`src/rtl/comparator_pkg.sv`:
```
// Shared constants for the registered magnitude comparator.
// The one-hot result is ordered {gt, eq, lt}; NONE is only seen during and right after reset.
package comparator_pkg;

    localparam int unsigned DEFAULT_WIDTH = 2;
    localparam int unsigned RES_W         = 3;

    localparam logic [RES_W-1:0] RES_GT   = 3'b100;
    localparam logic [RES_W-1:0] RES_EQ   = 3'b010;
    localparam logic [RES_W-1:0] RES_LT   = 3'b001;
    localparam logic [RES_W-1:0] RES_NONE = 3'b000;

    // Bit positions inside the result vector.
    localparam int unsigned RES_GT_BIT = 2;
    localparam int unsigned RES_EQ_BIT = 1;
    localparam int unsigned RES_LT_BIT = 0;

endpackage

```
`src/rtl/comparator_core.sv`:
```
// Combinational compare of A against B, producing the {gt, eq, lt} one-hot result.
// Configuration macro: COMPARATOR_SIGNED_EN selects two's-complement ordering for gt/lt.
module comparator_core
    import comparator_pkg::*;
#(
    parameter int unsigned WIDTH = DEFAULT_WIDTH
) (
    input  logic [WIDTH-1:0] A,
    input  logic [WIDTH-1:0] B,
    output logic [RES_W-1:0] res_c
);

    logic a_eq_b;
    logic a_gt_b;

    assign a_eq_b = (A == B);

`ifdef COMPARATOR_SIGNED_EN
    // Signed ordering: the MSB carries negative weight.
    assign a_gt_b = ($signed(A) > $signed(B));
`else
    // Unsigned ordering: width-exact, so no overflow case exists.
    assign a_gt_b = (A > B);
`endif

    // Encode the decision; equality wins first so exactly one bit is ever set.
    always_comb begin
        res_c = RES_NONE;
        if (a_eq_b) begin
            res_c = RES_EQ;
        end else if (a_gt_b) begin
            res_c = RES_GT;
        end else begin
            res_c = RES_LT;
        end
    end

endmodule

```
`src/rtl/comparator.sv`:
```
// Registered magnitude comparator: one-cycle latency from A/B to the three flags.
// Configuration macro: COMPARATOR_SIGNED_EN (see comparator_core).
module comparator
    import comparator_pkg::*;
#(
    parameter int unsigned WIDTH = DEFAULT_WIDTH
) (
    input  logic             clk,
    input  logic             rst,
    input  logic [WIDTH-1:0] A,
    input  logic [WIDTH-1:0] B,
    output logic             A_gt_B_reg,
    output logic             A_eq_B_reg,
    output logic             A_lt_B_reg
);

    logic [RES_W-1:0] res_c;
    logic [RES_W-1:0] res_q;

    comparator_core #(
        .WIDTH (WIDTH)
    ) u_core (
        .A     (A),
        .B     (B),
        .res_c (res_c)
    );

    // Flag register: cleared immediately by reset, loads all three flags together.
    always_ff @(posedge clk or posedge rst) begin
        if (rst) begin
            res_q <= RES_NONE;
        end else begin
            res_q <= res_c;
        end
    end

    assign A_gt_B_reg = res_q[RES_GT_BIT];
    assign A_eq_B_reg = res_q[RES_EQ_BIT];
    assign A_lt_B_reg = res_q[RES_LT_BIT];

endmodule

```
`config.mk`:
```
export PLATFORM = sky130hd
export DESIGN_NAME = comparator
export DESIGN_NICKNAME = d
export VERILOG_FILES = /design/src/rtl/comparator_pkg.sv /design/src/rtl/comparator_core.sv /design/src/rtl/comparator.sv
export SDC_FILE = /design/constraint.sdc
export NUM_CORES = 1
export LEC_CHECK = 0
export CAP_MARGIN = 20
export CORE_AREA = 2 2 39 41
export DETAILED_ROUTE_END_ITERATION = 8
export DIE_AREA = 0 0 41 43
export MAX_ROUTING_LAYER = met4
export SLEW_MARGIN = 0
export SYNTH_ARGS = -nofsm -noshare
export SYNTH_HDL_FRONTEND = slang
export SYNTH_HIERARCHICAL = 1
export SYNTH_SLANG_ARGS = --single-unit
```
`constraint.sdc`:
```
create_clock -name clk -period 0.8 [get_ports clk]
set_clock_uncertainty 0.15 [all_clocks]
set_input_delay 0.16 -clock clk [delete_from_list [all_inputs] [get_ports clk]]
set_output_delay 0.16 -clock clk [all_outputs]
set_load 0.02 [all_outputs]
```
# Word-level counts from Yosys, hierarchy flattened
# Cells that the tools add are included.
# Widths: inputs -> output; s select.
[totals]
memories = 0
out_inout_bits = 3
latch_bits = 0
inputBits = 6
ram_bits = 0
rom_bits = 0
wordCells = 5
ff_bits = 3
[classes]
add_sub_neg = 0
mux = 2
multipliers = 0
shifts = 0
bitwise = 0
div = 0
n_eq_ne = 1
n_reduce_logical = 0
n_lt_le_gt_ge = 1
[op_table]
columns = ["cell", "count"]
rows = [
  ["$mux 3", 2],
  ["$eq 2x2->1", 1],
  ["$gt 2x2->1", 1],
]

# Logic depth before layout (Yosys ltp)
# Gate-level depths: netlist of run 1.
[logic_depth]
depth_word = 3
depth_mapped = 4

# Hierarchy
# The synthesis of run 1 kept the hierarchy.
[modules_own_cells]
columns = ["module", "seq_area_each_um2", "cells_each", "area_per_inst_um2", "n_inst"]
rows = [
  ["comparator_core", 0.0, 11, 82.6, 1],
  ["comparator", 75.1, 4, 78.8, 1],
]

# Least setup slack after synthesis of run 1
# No wires, ideal clock.
[synth_path]
path_kind = "input to register"
startpoint = "input B[1]"
endpoint = "register res_q[1]"
arrival_ps = 745
required_ps = 535
slack_ps = -210
setup_ps = 115
path_stages = 4
path_cell_list = "inv_1 -> ha_1 -> and2_4 -> buf_4"
[synth_between]
elab_chain_len = 2
[synth_lines]
columns = ["item", "line", "source"]
rows = [
  ["from (decl)", "comparator.sv:11", "input logic [WIDTH-1:0] B,"],
  ["$eq 2x2->1", "comparator_core.sv:16", "assign a_eq_b = (A == B);"],
  ["net u_core.a_eq_b", "comparator_core.sv:13", "logic a_eq_b;"],
  ["$mux 3", "comparator_core.sv:29", "if (a_eq_b) begin"],
  ["net res_c[1]", "comparator.sv:17", "logic [RES_W-1:0] res_c;"],
  ["to (signal assigned)", "comparator.sv:33", "res_q <= res_c;"],
  ["to (decl)", "comparator.sv:18", "logic [RES_W-1:0] res_q;"],
]
# The timed path passes the listed nets, and every way through them passes these cells.

# Worst setup path after layout of run 1
[layout_path]
startpoint = "register res_q[1]"
endpoint = "output A_eq_B_reg"
[layout_lines]
columns = ["item", "line", "source"]
rows = [
  ["to (decl)", "comparator.sv:13", "output logic A_eq_B_reg,"],
]
# No word-level cell between the ends.

==> results of run 1 <==
## layer usage
layer | vias up | wire, µm | track usage
li1 | 71 | - | -
met1 | 61 | 123 | 0.0417
met2 | 9 | 164 | 0.0750
met3 | 0 | 57 | 0.0628
met4 | 0 | 0 | 0.0600
met5 | - | 0 | -
## per-stage QoR
stage	TNS (ns)	area (µm²)	setup slack, ns	cells
3_5_place_dp	-2.98	297	-0.624	39
4_1_cts	-0.701	307	-0.236	43
6_report	-0.675	307	-0.227	43
3_3_place_gp	-2.93	297	-0.608	39
2_1_floorplan	-0.220	200	-0.103	15
5_1_grt	-0.744	307	-0.252	43
## cells by family (layout without fill, tap and decap cells)
family | after synthesis | count (layout)
adders and majority gates | 2 | 2
buffers and inverters | 5 | 17
DFF | 3 | 3
AOI/OAI and AO/OA | 2 | 2
and+or+nand+nor | 3 | 3
## cell type report
cell class                      count  share of cell area
Sequential cell                     3               0.245
Multi-Input combinational cell      7               0.314
Clock buffer                        4              0.0857
Inverter                            4              0.0571
Timing Repair Buffer                9               0.233
Tap cell                           16              0.0653
## power by group through the flow
stage	registers, mW	clock network (mW)	logic (mW)
2_1_floorplan	0.200	0	0.0748
3_3_place_gp	0.176	0	0.167
3_5_place_dp	0.176	0	0.168
4_1_cts	0.178	0.268	0.163
5_1_grt	0.179	0.290	0.176
6_report	0.178	0.259	0.160
## worst paths after layout
kind | startpoint | end | slack [ns] | depth (start not counted)
worst min-delay path | rst | res_q[1] | -0.04 | 2
min in group clk | A[1] | res_q[0] | 0.10 | 3
max in group asynchronous | rst | res_q[0] | 0.41 | 2
worst max-delay path | res_q[1] | A_eq_B_reg | -0.23 | 1
## what timing repair did
| action | 4_1_cts | 5_1_grt |
|---|---|---|
| setup buffers | 0 | 0 |
| endpoints found under the hold margin | 3 | 3 |
| setup endpoints to repair | 6 | 3 |
| resized for setup | 34 | 0 |
## Yosys cell counts
cell type	count	share of area
buf_4	1	0.047
dfrtp_1	3	0.47
a21oi_2	2	0.11
nand2b_1	2	0.078
ha_1	2	0.16
and2_4	1	0.054
inv_1	4	0.093
==> impl_results.md, run 1 <==
- Status: finished with violations
- Failing checks: negative hold slack, negative setup slack
- Compound-Gate Fraction of Synth Area: 0.109
- Cell area after synthesis: 161 µm²
- Fin Hold WS: -0.0438 ns
- FF/Latch Area: 75.1 µm²
- RSZ-0062 raised after global routing: yes
- Pwr per Cell Area: 1950 nW/µm²
- Leakage: 0.146 nW
- Seq pwr share: 0.298
- Max Fanout on Critical Path: 1
- Largest net degree at the start of global routing: 4
- Layout area overhead: 89.9%
- GRT Total Usage: 0.0596
- Fillers: 162
- Via-to-Cell Ratio: 3.28
- Multi-input logic area: 96.3 µm²
- Final ANT Viol Nets: 0
- Final Hold Viols: 3
- Routed WL: 345 µm
- Unique cell type count in the Yosys netlist: 7
- Crit. End Element: output port
- Max reg flops: 3
- Xor and xnor area share after synthesis: 0
- Vias in the first global route: 152
- Global-route wire length before repair: 565 µm
- Routability Congestion: 0.550
- # clock sinks: 3
- TritonCTS Buffers: 3
- Hold Path Class: in -> async
- Post-DP HPWL: 277 µm
- Period utilization: 1.28
- Layout Utilization: 0.222
- Crit path max-delay family: flip-flops
- Vias: 141
- Cell Int Power: 0.448 mW
- Final setup violation count: 3
- Switching pwr: 0.148 mW
- Commonest non-fill, non-tap cell in the layout: buf_2
- Worst Path Arrival: 0.72 ns
- I/O pin count: 9
- DRC viols: 0
- Fraction of power consumed by the clock network: 0.435
- Initial antenna violation count: 0
- Ant. Diodes: 0
- Post-synthesis sequential area ratio: 0.465
- Pre-Repair DR Iteration Count: 1
- Wire per inst: 8.02 µm
- Measured slew at the worst slew-check pin: 0.114 ns
- Die Area: 1760 µm²
- Core area: 1380 µm²
- Overall power: 0.597 mW
- Initial Utilization: 0.117
- Die height: 43 µm
- Chip Width: 41 µm
- Top achievable clock speed: 974 MHz
- FF+latch count, synth: 3
- Slew Limit Fails: 0
- Clock-pin slew on the worst setup and hold paths: 0.04 ns
- Setup Crit Path Kind: reg -> out
- Post-synthesis mux area share: 0
- Port Buffers: 8
- Comb pwr share: 0.267
- CP max stage delay: 0.36 ns
- Maxcap violations: 0
- Number of DRC markers in iteration 0: 0
- Crit start category: register
- Simple-Gate Fraction of Synth Area: 0.132
- Deepest clock path buffer count: 2
- Syn Area/Cell: 10.8 µm²
- Final worst slack: -0.227 ns
- Largest family of logic cells by synthesized area: adder cells
- Htree depth: 1
- Biggest regs: res_q x3
- # rows: 14
- Syn nets: 23
- Worst Path Required: 0.49 ns
- Buffer and inverter count on the worst path: 1
- Layout Nets: 36
- Total gr overflow: 0
- CP max stage cell: dfrtp_1
- IR drop worst, VDD: 0.000255 V
- Slew HR: 0.924
- Yosys warning count: 6
- CP cell instances: buf_6
- CTS tree: yes
- Adder-cell share of the synthesized area: 0.155
- Largest Register: res_q
- Post-Syn Instances: 15
- Clock root buffer: clkbuf_4
- Most frequent cells in the layout: buf_2, clkbuf_4, buf_6, dfrtp_1
- Switching share of power: 0.249
- Share of layout cells above drive strength 1: 0.704
- Post-layout min period: 1.03 ns
(Power assumes the default switching activity.)
==> run 2, diff against run 1 <==
--- a/config.mk
+++ b/config.mk
@@ -5,7 +5,6 @@
 export SDC_FILE = /design/constraint.sdc
 export NUM_CORES = 1
 export LEC_CHECK = 0
-export CAP_MARGIN = 20
 export CORE_AREA = 2 2 39 41
 export DETAILED_ROUTE_END_ITERATION = 8
 export DIE_AREA = 0 0 41 43
==> results of run 2 <==
Final layout, timing and power as in run 1 (identical DEF).
